$ cat config.mk
export PLATFORM = sky130hd
export DESIGN_NAME = idex_latch
export DESIGN_NICKNAME = d
export VERILOG_FILES = /design/src/rtl/idex_latch.sv
export SDC_FILE = /design/constraint.sdc
export NUM_CORES = 1
export LEC_CHECK = 0
export BUFFER_PORTS_ARGS = -buffer_cell sky130_fd_sc_hd__buf_2
export CAP_MARGIN = 20
export CORE_ASPECT_RATIO = 0.8
export CORE_MARGIN = 5
export CORE_UTILIZATION = 42
export DETAILED_ROUTE_END_ITERATION = 8
export HOLD_SLACK_MARGIN = 0.06
export PLACE_DENSITY = 0.76
export SLEW_MARGIN = 20
export SYNTH_ARGS = -nofsm -noshare
export SYNTH_HDL_FRONTEND = slang
export SYNTH_SLANG_ARGS = --single-unit
$ cat constraint.sdc
create_clock -name CLK -period 2.1 [get_ports CLK]
set_clock_uncertainty 0.2 [all_clocks]
set_input_delay 0.42 -clock CLK [delete_from_list [all_inputs] [get_ports CLK]]
set_output_delay 0.42 -clock CLK [all_outputs]
set_load 0.02 [all_outputs]
$ cat src/rtl/idex_latch.sv
// ID/EX pipeline latch with load-use hazard detection, branch flush (deferred
// across memory-wait holds), saturating bubble/flush counters and a RUN/HOLD tracker.
module idex_latch (
  input  logic        CLK,
  input  logic        nRST,
  input  logic [4:0]  id_rs,
  input  logic [4:0]  id_rt,
  input  logic [4:0]  id_wsel,
  input  logic        id_RegWrite,
  input  logic        id_MemRead,
  input  logic        id_MemWrite,
  input  logic        id_i_type,
  input  logic        id_uses_rt,
  input  logic        id_valid,
  input  logic [31:0] id_rdat1,
  input  logic [31:0] id_rdat2,
  input  logic [31:0] id_imm,
  input  logic [3:0]  id_aluop,
  input  logic        ihit,
  input  logic        mem_wait,
  input  logic        flush,
  output logic [4:0]  idex_rs_out,
  output logic [4:0]  idex_rt_out,
  output logic [4:0]  idex_wsel_out,
  output logic        idex_RegWrite_out,
  output logic        idex_MemRead_out,
  output logic        idex_MemWrite_out,
  output logic        i_type,
  output logic        idex_valid_out,
  output logic [31:0] idex_rdat1_out,
  output logic [31:0] idex_rdat2_out,
  output logic [31:0] idex_imm_out,
  output logic [3:0]  idex_aluop_out,
  output logic        stall_o,
  output logic        state_o,
  output logic [15:0] bubble_cnt,
  output logic [15:0] flush_cnt
);

  typedef enum logic {RUN = 1'b0, HOLD = 1'b1} state_t;

  typedef struct packed {
    logic [4:0]  rs;
    logic [4:0]  rt;
    logic [4:0]  wsel;
    logic        reg_write;
    logic        mem_read;
    logic        mem_write;
    logic        i_type;
    logic        valid;
    logic [31:0] rdat1;
    logic [31:0] rdat2;
    logic [31:0] imm;
    logic [3:0]  aluop;
  } idex_t;

  function automatic logic [15:0] sat_inc(input logic [15:0] v);
    sat_inc = (v == 16'hFFFF) ? v : v + 16'd1;
  endfunction

  state_t      state_q, state_d;
  idex_t       idex_q, idex_d, id_s;
  logic        flush_pend_q, flush_pend_d;
  logic [15:0] bubble_cnt_q, bubble_cnt_d;
  logic [15:0] flush_cnt_q, flush_cnt_d;
  logic        advance_s, flush_eff_s, hazard_s;

  assign id_s = '{rs: id_rs, rt: id_rt, wsel: id_wsel, reg_write: id_RegWrite,
                  mem_read: id_MemRead, mem_write: id_MemWrite, i_type: id_i_type,
                  valid: id_valid, rdat1: id_rdat1, rdat2: id_rdat2, imm: id_imm,
                  aluop: id_aluop};

  // A load in EX whose nonzero destination is read by the ID instruction
  assign advance_s   = ihit & ~mem_wait;
  assign flush_eff_s = flush | flush_pend_q;
  assign hazard_s    = idex_q.valid & idex_q.mem_read & (idex_q.wsel != 5'd0) &
                       ((idex_q.wsel == id_rs) | (id_uses_rt & (idex_q.wsel == id_rt))) &
                       id_valid;
  assign stall_o     = hazard_s & ~flush_eff_s;

  // Next-state for the latch, counters and the deferred flush
  always_comb begin
    idex_d       = idex_q;
    flush_pend_d = flush_pend_q;
    bubble_cnt_d = bubble_cnt_q;
    flush_cnt_d  = flush_cnt_q;
    if (advance_s) begin
      flush_pend_d = 1'b0;
      if (flush_eff_s) begin
        idex_d      = '0;
        flush_cnt_d = sat_inc(flush_cnt_q);
      end else if (hazard_s) begin
        idex_d       = '0;
        bubble_cnt_d = sat_inc(bubble_cnt_q);
      end else begin
        idex_d = id_s;
      end
    end else begin
      flush_pend_d = flush_pend_q | flush;
    end
  end

  // RUN/HOLD next state follows the dcache wait
  always_comb begin
    state_d = state_q;
    case (state_q)
      RUN:     state_d = mem_wait ? HOLD : RUN;
      HOLD:    state_d = mem_wait ? HOLD : RUN;
      default: state_d = RUN;
    endcase
  end

  // State registers
  always_ff @(posedge CLK or negedge nRST) begin
    if (!nRST) begin
      state_q      <= RUN;
      idex_q       <= '0;
      flush_pend_q <= 1'b0;
      bubble_cnt_q <= 16'd0;
      flush_cnt_q  <= 16'd0;
    end else begin
      state_q      <= state_d;
      idex_q       <= idex_d;
      flush_pend_q <= flush_pend_d;
      bubble_cnt_q <= bubble_cnt_d;
      flush_cnt_q  <= flush_cnt_d;
    end
  end

  assign idex_rs_out       = idex_q.rs;
  assign idex_rt_out       = idex_q.rt;
  assign idex_wsel_out     = idex_q.wsel;
  assign idex_RegWrite_out = idex_q.reg_write;
  assign idex_MemRead_out  = idex_q.mem_read;
  assign idex_MemWrite_out = idex_q.mem_write;
  assign i_type            = idex_q.i_type;
  assign idex_valid_out    = idex_q.valid;
  assign idex_rdat1_out    = idex_q.rdat1;
  assign idex_rdat2_out    = idex_q.rdat2;
  assign idex_imm_out      = idex_q.imm;
  assign idex_aluop_out    = idex_q.aluop;
  assign state_o           = state_q;
  assign bubble_cnt        = bubble_cnt_q;
  assign flush_cnt         = flush_cnt_q;

endmodule
==> flow_metrics.env, run 1 <==
export IMPL_die_area_um2=17290
export IMPL_place_hpwl_um=13320
export IMPL_post_synth_inst_count=442
export IMPL_synth_enable_flop_cells=0
export IMPL_final_period_util_pct=124.1
export IMPL_synth_cells_most_frequent="sky130_fd_sc_hd__dfrtp_1, sky130_fd_sc_hd__a22o_1, sky130_fd_sc_hd__a22o_2"
export IMPL_setup_violations=120
export IMPL_clock_pin_slew_on_the_worst_setup_and_hold_paths_ns=0.06
export IMPL_run_status="complete, but fails checks"
export IMPL_power_ir_vdd_worst_v=0.0005336
export IMPL_areaGrowthSynthToFinish_pct=69.91
export IMPL_vias_per_cell=5.315
export IMPL_worst_hold_path_type="in2reg"
export IMPL_synth_top_cell_area_share_pct=62.23
export IMPL_placeable_core_area_um2=14350
export IMPL_insertion_delay_ns=0.42
export IMPL_power_per_cell_area_nw_per_um2=754.8
export IMPL_fillers=893
export IMPL_initial_antenna_violation_count=1
export IMPL_async_flop_share_pct=100.0
export IMPL_max_clock_path_buffers=2
export IMPL_fin_worst_hold_slack_ns=0.1312
export IMPL_cap_viol_max_count=0
export IMPL_hold_viol_final=0
export IMPL_global_route_usage_total_pct=26.19
export IMPL_first_pass_iters=6
export IMPL_post_route_drc_count=0
export IMPL_stdcell_area_um2=10520
export IMPL_initial_utilization_pct=43.16
export IMPL_cp_start_kind="register"
export IMPL_num_io_pins=280
export IMPL_synthesis_area_per_instance_um2=14.01
export IMPL_clk_root_buffer_cell="sky130_fd_sc_hd__clkbuf_16"
export IMPL_violated_checks="negative setup slack"
export IMPL_clock_tree_from_tritoncts="done"
export IMPL_fin_ws_ns=-0.5071
export IMPL_synth_area_leader_cell="sky130_fd_sc_hd__dfrtp_1"
export IMPL_critical_path_reg2reg_startpoint="idex_wsel_out[1]$_DFFE_PN0P_"
export IMPL_cp_end_kind="output pin"
export IMPL_nets=1014
export IMPL_setup_worst_path_start="idex_wsel_out[1]$_DFFE_PN0P_"
export IMPL_die_w_um=145.8
export IMPL_grt_setup_unrepaired="true"
export IMPL_max_clock_freq_mhz=383.6
export IMPL_rows=39
export IMPL_vias=5762
export IMPL_arrival_ns=1.99
export IMPL_grt_overflow=0
export IMPL_post_synth_top_count_cell="sky130_fd_sc_hd__dfrtp_1"
export IMPL_number_of_unique_standard_cell_types_used_by_synthesis=34
export IMPL_part_of_the_yosys_area_used_for_sequential_elements_pct=62.23
export IMPL_numCtsBuffers=17
export IMPL_total_leakage_power_uw=0.005558
export IMPL_post_place_ws_ns=-0.1963
export IMPL_htree_num_levels=4
export IMPL_netlist_area_um2=6192
export IMPL_synth_ff_type="sky130_fd_sc_hd__dfrtp_1"
export IMPL_grt_start_max_net_pins=65
export IMPL_antenna_violating_nets_post_route=0
export IMPL_postRouteWirelength_um=22990
export IMPL_floorplan_die_height_um=118.6
export IMPL_port_buffer_count=279
export IMPL_synth_top_cells_by_area="sky130_fd_sc_hd__dfrtp_1, sky130_fd_sc_hd__a22o_1, sky130_fd_sc_hd__a22o_2"
export IMPL_placed_cell_area_um2=8293
export IMPL_worst_endpoint_required_ns=1.48
export IMPL_timing_final_max_slew_violations=0
export IMPL_grt_pass1_wl_um=35690
export IMPL_gp_congestion=0.8781
export IMPL_final_layout_size_suffix_gt1_share_pct=48.28
export IMPL_post_syn_nets=570
export IMPL_actual_slew_at_the_worst_max_slew_pin_ns=0.8157
export IMPL_crit_fanout=2
export IMPL_first_global_vias=6304
export IMPL_max_slew_headroom_pct=45.62
export IMPL_number_of_sinks_on_the_clock_net=154
export IMPL_yosysWarningCount=0
export IMPL_totalNegativeSetupSlack_ns=-40.19
export IMPL_drt_initial_drc_count=272
export IMPL_timing_final_crit_period_ns=2.607
export IMPL_ys_ff_latch=154
export IMPL_crit_type="reg2out"
export IMPL_route_detailed_wl_per_inst_um=21.21
export IMPL_min_delay_start="id_rs[1]"
## cell type report
cell class	instances	area, µm²	area share (%)
sequential	154	3856	36.65
timing repair buffer	455	3402	32.33
multi-input combinational	256	2430	23.09
clock buffer	20	456.7	4.341
tap	184	230.2	2.188
clock inverter	12	136.4	1.296
inverter	2	7.507	0.07135
antenna	1	2.502	0.02378
## state kept, by name, summed over array words and instances (netlist names)
| name | flops |
|---|---|
| bubble_cnt | 16 |
| flush_cnt | 16 |
| flush_pend_q | 1 |
| i_type | 1 |
| idex_MemRead_out | 1 |
| idex_MemWrite_out | 1 |
| idex_RegWrite_out | 1 |
| idex_aluop_out | 4 |
| idex_imm_out | 32 |
| idex_rdat1_out | 32 |
| idex_rdat2_out | 32 |
| idex_rs_out | 5 |
| idex_rt_out | 5 |
| idex_valid_out | 1 |
| idex_wsel_out | 5 |
| state_o | 1 |
## critical path, stage by stage (launching register included)
cell	delay (ns)
sky130_fd_sc_hd__dfrtp_2	0.40
sky130_fd_sc_hd__or4_4	0.54
sky130_fd_sc_hd__o211a_1	0.23
sky130_fd_sc_hd__and2_4	0.14
sky130_fd_sc_hd__and3_4	0.14
sky130_fd_sc_hd__buf_6	0.12
## cell families (layout without fill, tap and decap cells)
family | after synthesis | after routing | share of synthesized area [%]
flip-flops | 154 | 154 | 62.23
multiplexers | 2 | 2 | 0.3637
buffers and inverters | 32 | 489 | 5.092
AND/OR/NAND/NOR | 86 | 86 | 7.356
AO/OA/AOI/OAI | 126 | 126 | 18.89
other | 0 | 1 | 0
XOR/XNOR | 40 | 40 | 5.658
adder cells (fa/ha/maj) | 2 | 2 | 0.4041
## power breakdown
group	switching [µW]	internal, µW
logic	769	722
registers	180	3180
clock network	1260	1830
## layout by cell type (no fill, tap or decap), types with 14 or more instances in the layout
cell type,count
sky130_fd_sc_hd__xnor2_1,34
sky130_fd_sc_hd__buf_4,26
sky130_fd_sc_hd__buf_2,277
sky130_fd_sc_hd__clkbuf_16,17
sky130_fd_sc_hd__buf_12,14
sky130_fd_sc_hd__a22o_1,71
sky130_fd_sc_hd__nand3_1,24
sky130_fd_sc_hd__dfrtp_1,152
sky130_fd_sc_hd__nand2_1,15
sky130_fd_sc_hd__dlygate4sd3_1,113
sky130_fd_sc_hd__a22o_4,48
## final timing paths
| check | endpoint | slack, ns | cells after the start |
|---|---|---|---|
| max | stall_o | -0.51 | 5 |
| min | idex_rs_out[1]$_DFFE_PN0P_ | 0.13 | 2 |
| max reg2reg | idex_rdat2_out[20]$_DFFE_PN0P_ | -0.46 | 10 |
| min reg2reg | idex_imm_out[23]$_DFFE_PN0P_ | 0.30 | 1 |
| max in group asynchronous | idex_imm_out[30]$_DFFE_PN0P_ | 0.73 | 3 |
| min in group asynchronous | idex_rdat2_out[17]$_DFFE_PN0P_ | 0.33 | 2 |
## per-layer routing
metal	track usage, %	routed length, µm
met1	29.41	8436
met5	0	0
met3	7.345	1537
met2	46.82	12260
met4	10.90	754
## metrics by stage
| step | power (µW) | utilization, % | std cells |
|---|---|---|---|
| floorplan | 4056 | - | 442 |
| global placement | 4576 | 57.81 | 917 |
| detailed placement | 4623 | 57.81 | 917 |
| CTS | 7937 | 73.78 | 1087 |
| global route | 8213 | 73.34 | 1084 |
| finish | 7942 | 73.34 | 1084 |
## repair_timing
item,CTS,global route
setup buffers,18,4
setup endpoints to repair,119,126
cloned,10,0
endpoints found under the hold margin,160,1
hold buffers,112,1
pin swaps,14,19
resized for setup,41,17
No activity file was read; power rests on OpenSTA's default activity.
==> inputs of run 2 (changes only) <==
ABC_AREA = 1   (was unset)
CORE_UTILIZATION = 45   (was 42)
CTS_BUF_LIST = sky130_fd_sc_hd__clkbuf_8   (was unset)
PLACE_DENSITY = 0.78   (was 0.76)
==> run 2 against run 1 <==
  * The run still ends with negative setup slack left
  * Design area shrank 2.6%
  * Highest routed layer unchanged
  * Synthesized cell count grew 83%
  * Fmax grew 12%
  * First-iteration DRC count grew 75%
  * Utilization shrank 5.1 points
  * Cell count grew 31%
  * Total power shrank 14%
  * Critical path depth grew 3
  * Combinational power shrank 11%
  * Sequential share of layout area grew 0.97 points
  * Wire length shrank 0.28%
  * Largest power group unchanged
==> flow_metrics.env, run 2 <==
export IMPL_grt_setup_unrepaired="true"
export IMPL_setup_violations=1
export IMPL_postRouteWirelength_um=22920
export IMPL_grt_pass1_wl_um=36030
export IMPL_gr_usage_met3_pct=7.681
export IMPL_clock_pin_slew_on_the_worst_setup_and_hold_paths_ns=0.08
export IMPL_route_detailed_wl_per_inst_um=16.17
export IMPL_power_ir_vdd_worst_v=0.0005111
export IMPL_fin_total_pwr_uw=6822
export IMPL_fin_worst_hold_slack_ns=0.2282
export IMPL_final_cells=1418
export IMPL_cap_viol_max_count=0
export IMPL_drt_initial_drc_count=475
export IMPL_final_layout_size_suffix_gt1_share_pct=30.56
export IMPL_actual_slew_at_the_worst_max_slew_pin_ns=0.7168
export IMPL_synthesis_area_per_instance_um2=8.520
export IMPL_cp_common_cell="sky130_fd_sc_hd__inv_2"
export IMPL_arrival_ns=1.72
export IMPL_clock_tree_from_tritoncts="done"
export IMPL_post_synth_top_count_cell="sky130_fd_sc_hd__nand2_1"
export IMPL_port_buffer_count=279
export IMPL_grt_overflow=0
export IMPL_crit_fanout=4
export IMPL_post_route_drc_count=0
export IMPL_async_flop_share_pct=100.0
export IMPL_synth_top_cell_area_share_pct=55.91
export IMPL_hold_viol_final=0
export IMPL_placed_cell_area_um2=8501
export IMPL_final_period_util_pct=111.2
export IMPL_die_w_um=148.4
export IMPL_power_per_cell_area_nw_per_um2=665.8
export IMPL_first_global_vias=7087
export IMPL_stdcell_area_um2=10250
export IMPL_htree_num_levels=4
export IMPL_layout_cells_most_common_list="sky130_fd_sc_hd__nand2_1, sky130_fd_sc_hd__buf_2, sky130_fd_sc_hd__dfrtp_1"
export IMPL_critPathMaxStageDelay_ns=0.41
export IMPL_placeable_core_area_um2=15010
export IMPL_total_leakage_power_uw=0.005865
export IMPL_gp_congestion=0.8428
export IMPL_floorplan_die_height_um=120.7
export IMPL_run_status="complete, but fails checks"
export IMPL_initial_utilization_pct=45.91
export IMPL_cp_start_kind="register"
export IMPL_first_pass_iters=7
export IMPL_worst_endpoint_required_ns=1.48
export IMPL_grt_start_max_net_pins=90
export IMPL_fillers=1111
export IMPL_vias=7196
export IMPL_max_clock_path_buffers=2
export IMPL_vias_per_cell=5.075
export IMPL_violated_checks="negative setup slack"
export IMPL_number_of_sinks_on_the_clock_net=154
export IMPL_antenna_violating_nets_post_route=0
export IMPL_synth_ff_type="sky130_fd_sc_hd__dfrtp_1"
export IMPL_nets=1342
export IMPL_post_synth_inst_count=809
export IMPL_rows=40
export IMPL_initial_antenna_violation_count=1
export IMPL_numCtsBuffers=17
export IMPL_synth_cells_most_frequent="sky130_fd_sc_hd__nand2_1, sky130_fd_sc_hd__dfrtp_1, sky130_fd_sc_hd__nand3_1"
export IMPL_synth_top_cells_by_area="sky130_fd_sc_hd__dfrtp_1, sky130_fd_sc_hd__nand2_1, sky130_fd_sc_hd__nand3_1"
export IMPL_num_io_pins=280
export IMPL_critical_path_slowest_cell="sky130_fd_sc_hd__dfrtp_1"
export IMPL_clk_root_buffer_cell="sky130_fd_sc_hd__clkbuf_8"
export IMPL_gr_max_usage_layer="met2"
export IMPL_worst_hold_path_type="in2async"
export IMPL_ys_ff_latch=154
export IMPL_fin_ws_ns=-0.2353
export IMPL_part_of_the_yosys_area_used_for_sequential_elements_pct=55.91
export IMPL_synth_enable_flop_cells=0
export IMPL_groute_layer_met1_usage_pct=31.13
export IMPL_die_area_um2=17910
export IMPL_max_clock_freq_mhz=428.2
export IMPL_crit_path_cell_trace="inv_2 > buf_4 > nand4_1 > nand3_1 > inv_2 > nand3_4 > nor2_4 > buf_6"
export IMPL_timing_final_max_slew_violations=0
export IMPL_post_syn_nets=937
export IMPL_yosysWarningCount=0
export IMPL_netlist_area_um2=6893
export IMPL_totalNegativeSetupSlack_ns=-0.2353
export IMPL_grt_util_met2_pct=41.15
export IMPL_dp_cells=1252
export IMPL_crit_type="reg2out"
export IMPL_global_route_usage_total_pct=25.32
export IMPL_cp_end_kind="output pin"
export IMPL_max_slew_headroom_pct=52.22
export IMPL_timing_final_crit_period_ns=2.335
export IMPL_place_hpwl_um=13860
export IMPL_areaGrowthSynthToFinish_pct=48.67
export IMPL_number_of_unique_standard_cell_types_used_by_synthesis=27
export IMPL_final_common_cell="sky130_fd_sc_hd__nand2_1"
export IMPL_synth_area_leader_cell="sky130_fd_sc_hd__dfrtp_1"
export IMPL_insertion_delay_ns=0.45
## run 2: cell types whose count changed in the layout (fill, tap and decap cells not counted), moves of 12 or more
cell,change
sky130_fd_sc_hd__nand2_1,+319
sky130_fd_sc_hd__xnor2_1,-21
sky130_fd_sc_hd__nor2_1,+25
sky130_fd_sc_hd__nand2_2,+12
sky130_fd_sc_hd__nand3_1,+110
sky130_fd_sc_hd__clkbuf_8,+17
sky130_fd_sc_hd__a22o_1,-71
sky130_fd_sc_hd__a22o_4,-48
sky130_fd_sc_hd__inv_1,+22
sky130_fd_sc_hd__clkbuf_16,-16
## run 2: power breakdown
group | internal (µW) | switching [µW]
combinational | 558 | 775
clock | 1000 | 1140
sequential | 3180 | 163
total | 4740 | 2080
## run 2: logic make-up after synthesis
kind of cell               share of synthesized area [%]
AOI/OAI and AO/OA                                 0.9439
DFF                                                55.91
adders and majority gates                         0.3630
xor gates and xnor gates                           3.685
buffers and inverters                              5.718
and+or+nand+nor                                    33.38
## run 2: final cells by class
class	count	area, µm²	area share, %
Antenna cell	2	5.005	0.04884
Clock buffer	19	261.5	2.552
Clock inverter	13	117.6	1.148
Inverter	33	125.1	1.221
Multi-Input combinational cell	581	2690	26.25
Sequential cell	154	3855	37.62
Tap cell	189	236.5	2.308
Timing Repair Buffer	427	2957	28.85
## run 2: per-layer routing
layer / wire [µm] / up-vias
met1: 8953 / 3373
met3: 2179 / 67
met4: 856 / 0
met2: 10930 / 384
met5: 0 / -
li1: - / 3372
## run 2: repair_timing
action | CTS | global route
buffers inserted | 4 | 4
hold buffers | 123 | 0
hold endpoints to repair | 276 | 0
gates resized for setup | 6 | 8
pin swaps | 4 | 6
endpoints found under the setup margin | 1 | 36
gates cloned | 0 | 1
## run 2: worst max-delay path: cells and delay by family, from the launching register on
family	cells	cell delay (ns)
buffers and inverters	4	0.43
AND/OR/NAND/NOR	4	0.43
flip-flops	1	0.41
## run 2: metrics by stage
step	utilization [%]	setup slack [ns]
final	68.25	-0.2353
after global routing	68.23	-0.3521
after CTS	67.68	-0.2677
after detailed placement	56.62	0.06328
after global placement	56.62	0.05998
after floorplan	-	0.00009703
## run 2: path summary, 6_finish.rpt
kind | startpoint | end | slack, ns | depth (start not counted)
worst min register to register | idex_rs_out[2]$_DFFE_PN0P_ | idex_rs_out[2]$_DFFE_PN0P_ | 0.27 | 2
min in group CLK | ihit | flush_pend_q$_DFF_PN0_ | 0.25 | 5
max in group asynchronous | nRST | idex_wsel_out[1]$_DFFE_PN0P_ | 0.86 | 3
worst min-delay path | nRST | bubble_cnt[11]$_DFFE_PN0P_ | 0.23 | 2
worst max-delay path | idex_wsel_out[4]$_DFFE_PN0P_ | stall_o | -0.24 | 8
worst max register to register | idex_wsel_out[4]$_DFFE_PN0P_ | idex_imm_out[30]$_DFFE_PN0P_ | 0.09 | 10
==> inputs of run 3 (changes only) <==
ABC_CLOCK_PERIOD_IN_PS = 2100   (was unset)
CORE_ASPECT_RATIO = unset   (was 0.8)
==> run 3 against run 2 <==
  * The run still ends with negative setup slack left
  * Wire length increased by 0.58%
  * Clock power increased by 22%
  * Register-to-register slack improved by 0.05 ns
  * First-iteration DRC count decreased by 0.84%
  * Sequential power about the same
  * Clock-buffer cell count unchanged
  * Die area about the same
  * Critical path type unchanged
  * Largest power group unchanged
  * Highest routed layer unchanged
==> flow_metrics.env, run 3 (same netlist as run 2, synthesis figures left out) <==
export IMPL_route_detailed_wl_per_inst_um=16.27
export IMPL_number_of_sinks_on_the_clock_net=154
export IMPL_fin_ws_ns=-0.1670
export IMPL_worst_hold_path_type="in2reg"
export IMPL_final_common_cell="sky130_fd_sc_hd__nand2_1"
export IMPL_critPathMaxStageDelay_ns=0.42
export IMPL_run_status="complete, but fails checks"
export IMPL_grt_overflow=0
export IMPL_clk_root_buffer_cell="sky130_fd_sc_hd__clkbuf_8"
export IMPL_crit_path_cell_trace="inv_2 > nand2_1 > nand2_1 > nor2_1 > nand3_2 > nand2_4 > nand3_4 > nor2_4 > buf_6"
export IMPL_post_place_ws_ns=0.06994
export IMPL_first_global_vias=7330
export IMPL_numCtsBuffers=17
export IMPL_cap_viol_max_count=0
export IMPL_fin_worst_hold_slack_ns=0.1528
export IMPL_initial_antenna_violation_count=1
export IMPL_timing_final_crit_period_ns=2.267
export IMPL_max_clock_path_buffers=2
export IMPL_max_slew_headroom_pct=54.88
export IMPL_power_per_cell_area_nw_per_um2=705.0
export IMPL_postRouteWirelength_um=23060
export IMPL_actual_slew_at_the_worst_max_slew_pin_ns=0.6768
export IMPL_cp_start_kind="register"
export IMPL_cp_common_cell="sky130_fd_sc_hd__nand2_1"
export IMPL_grt_setup_unrepaired="true"
export IMPL_crit_fanout=5
export IMPL_vias_per_cell=5.058
export IMPL_max_clock_freq_mhz=441.1
export IMPL_vias=7167
export IMPL_initial_utilization_pct=45.68
export IMPL_power_ir_vdd_worst_v=0.0006098
export IMPL_worst_endpoint_required_ns=1.48
export IMPL_antenna_violating_nets_post_route=0
export IMPL_layout_cells_most_common_list="sky130_fd_sc_hd__nand2_1, sky130_fd_sc_hd__buf_2, sky130_fd_sc_hd__dfrtp_1"
export IMPL_gp_congestion=0.8462
export IMPL_port_buffer_count=279
export IMPL_die_w_um=133.8
export IMPL_setup_violations=1
export IMPL_grt_pass1_wl_um=37150
export IMPL_rows=45
export IMPL_drt_initial_drc_count=471
export IMPL_arrival_ns=1.65
export IMPL_cp_end_kind="output pin"
export IMPL_die_area_um2=17890
export IMPL_clock_tree_from_tritoncts="done"
export IMPL_placeable_core_area_um2=15090
export IMPL_htree_num_levels=4
export IMPL_clock_pin_slew_on_the_worst_setup_and_hold_paths_ns=0.09
export IMPL_areaGrowthSynthToFinish_pct=50.50
export IMPL_fillers=1099
export IMPL_hold_viol_final=0
export IMPL_floorplan_die_height_um=133.8
export IMPL_violated_checks="negative setup slack"
export IMPL_place_hpwl_um=13910
export IMPL_insertion_delay_ns=0.45
export IMPL_nets=1342
export IMPL_final_period_util_pct=108.0
export IMPL_global_route_usage_total_pct=25.65
export IMPL_critical_path_slowest_cell="sky130_fd_sc_hd__dfrtp_2"
export IMPL_final_layout_size_suffix_gt1_share_pct=30.89
export IMPL_timing_final_max_slew_violations=0
export IMPL_total_leakage_power_uw=0.005927
export IMPL_post_route_drc_count=0
export IMPL_grt_start_max_net_pins=63
export IMPL_crit_type="reg2out"
export IMPL_first_pass_iters=5
export IMPL_num_io_pins=280
[run 3: worst max-delay path: cells and delay by family, from the launching register on]
kind	cells	cell delay [ns]
buffers and inverters	2	0.17
and+or+nand+nor	7	0.60
DFF	1	0.42
[run 3: layer usage]
metal	vias up	GRT usage (%)	routed length, µm	part of all wire [%]
met5	-	0	0	0
met3	90	7.175	1887	8.2
met4	0	12.91	1032	4.5
met1	3365	30.75	8838	38
met2	338	42.39	11300	49
li1	3374	-	-	-
[run 3: final timing paths]
kind                                            endpoint                           from  slack, ns  depth (start not counted)
setup / recovery                                 stall_o   idex_wsel_out[0]$_DFFE_PN0P_      -0.17                          9
hold / removal                    flush_pend_q$_DFF_PN0_                           ihit       0.15                          4
setup reg to reg            idex_imm_out[17]$_DFFE_PN0P_   idex_wsel_out[0]$_DFFE_PN0P_       0.14                          9
hold reg to reg            idex_rdat2_out[4]$_DFFE_PN0P_  idex_rdat2_out[4]$_DFFE_PN0P_       0.28                          2
max in group asynchronous   idex_wsel_out[2]$_DFFE_PN0P_                           nRST       0.88                          3
min in group asynchronous      bubble_cnt[7]$_DFFE_PN0P_                           nRST       0.25                          2
[run 3: timing repair]
item	CTS	global route
buffers inserted	2	2
pin swaps	4	4
gates resized for setup	10	8
hold endpoints to repair	276	0
hold buffers	123	0
setup endpoints to repair	1	8
gates cloned	0	1
[run 3: final cells by class]
class | instances | area (µm²) | share of cell area (%)
inverter | 33 | 126.4 | 1.218
clock inverter | 13 | 211.5 | 2.038
tap | 188 | 235.2 | 2.268
antenna | 2 | 5.005 | 0.04825
clock buffer | 19 | 261.5 | 2.521
timing repair buffer | 427 | 2974 | 28.67
multi-input combinational | 581 | 2703 | 26.05
sequential | 154 | 3857 | 37.18
[run 3: stage by stage]
| step | utilization [%] | cells | setup TNS, ns | area, µm² | power [µW] |
|---|---|---|---|---|---|
| after floorplan | - | 809 | 0 | 6895 | 3967 |
| after global placement | 56.69 | 1255 | 0 | 8554 | 4489 |
| after detailed placement | 56.69 | 1255 | 0 | 8554 | 4510 |
| after CTS | 68.28 | 1412 | -0.2408 | 10300 | 7347 |
| after global routing | 68.73 | 1416 | -0.3265 | 10370 | 7669 |
| final | 68.75 | 1417 | -0.1670 | 10370 | 7314 |
[run 3: report_power, final]
group          internal [µW]  switching [µW]  total [µW]
combinational            556             780        1340
clock                   1490            1140        2630
sequential              3180             163        3350
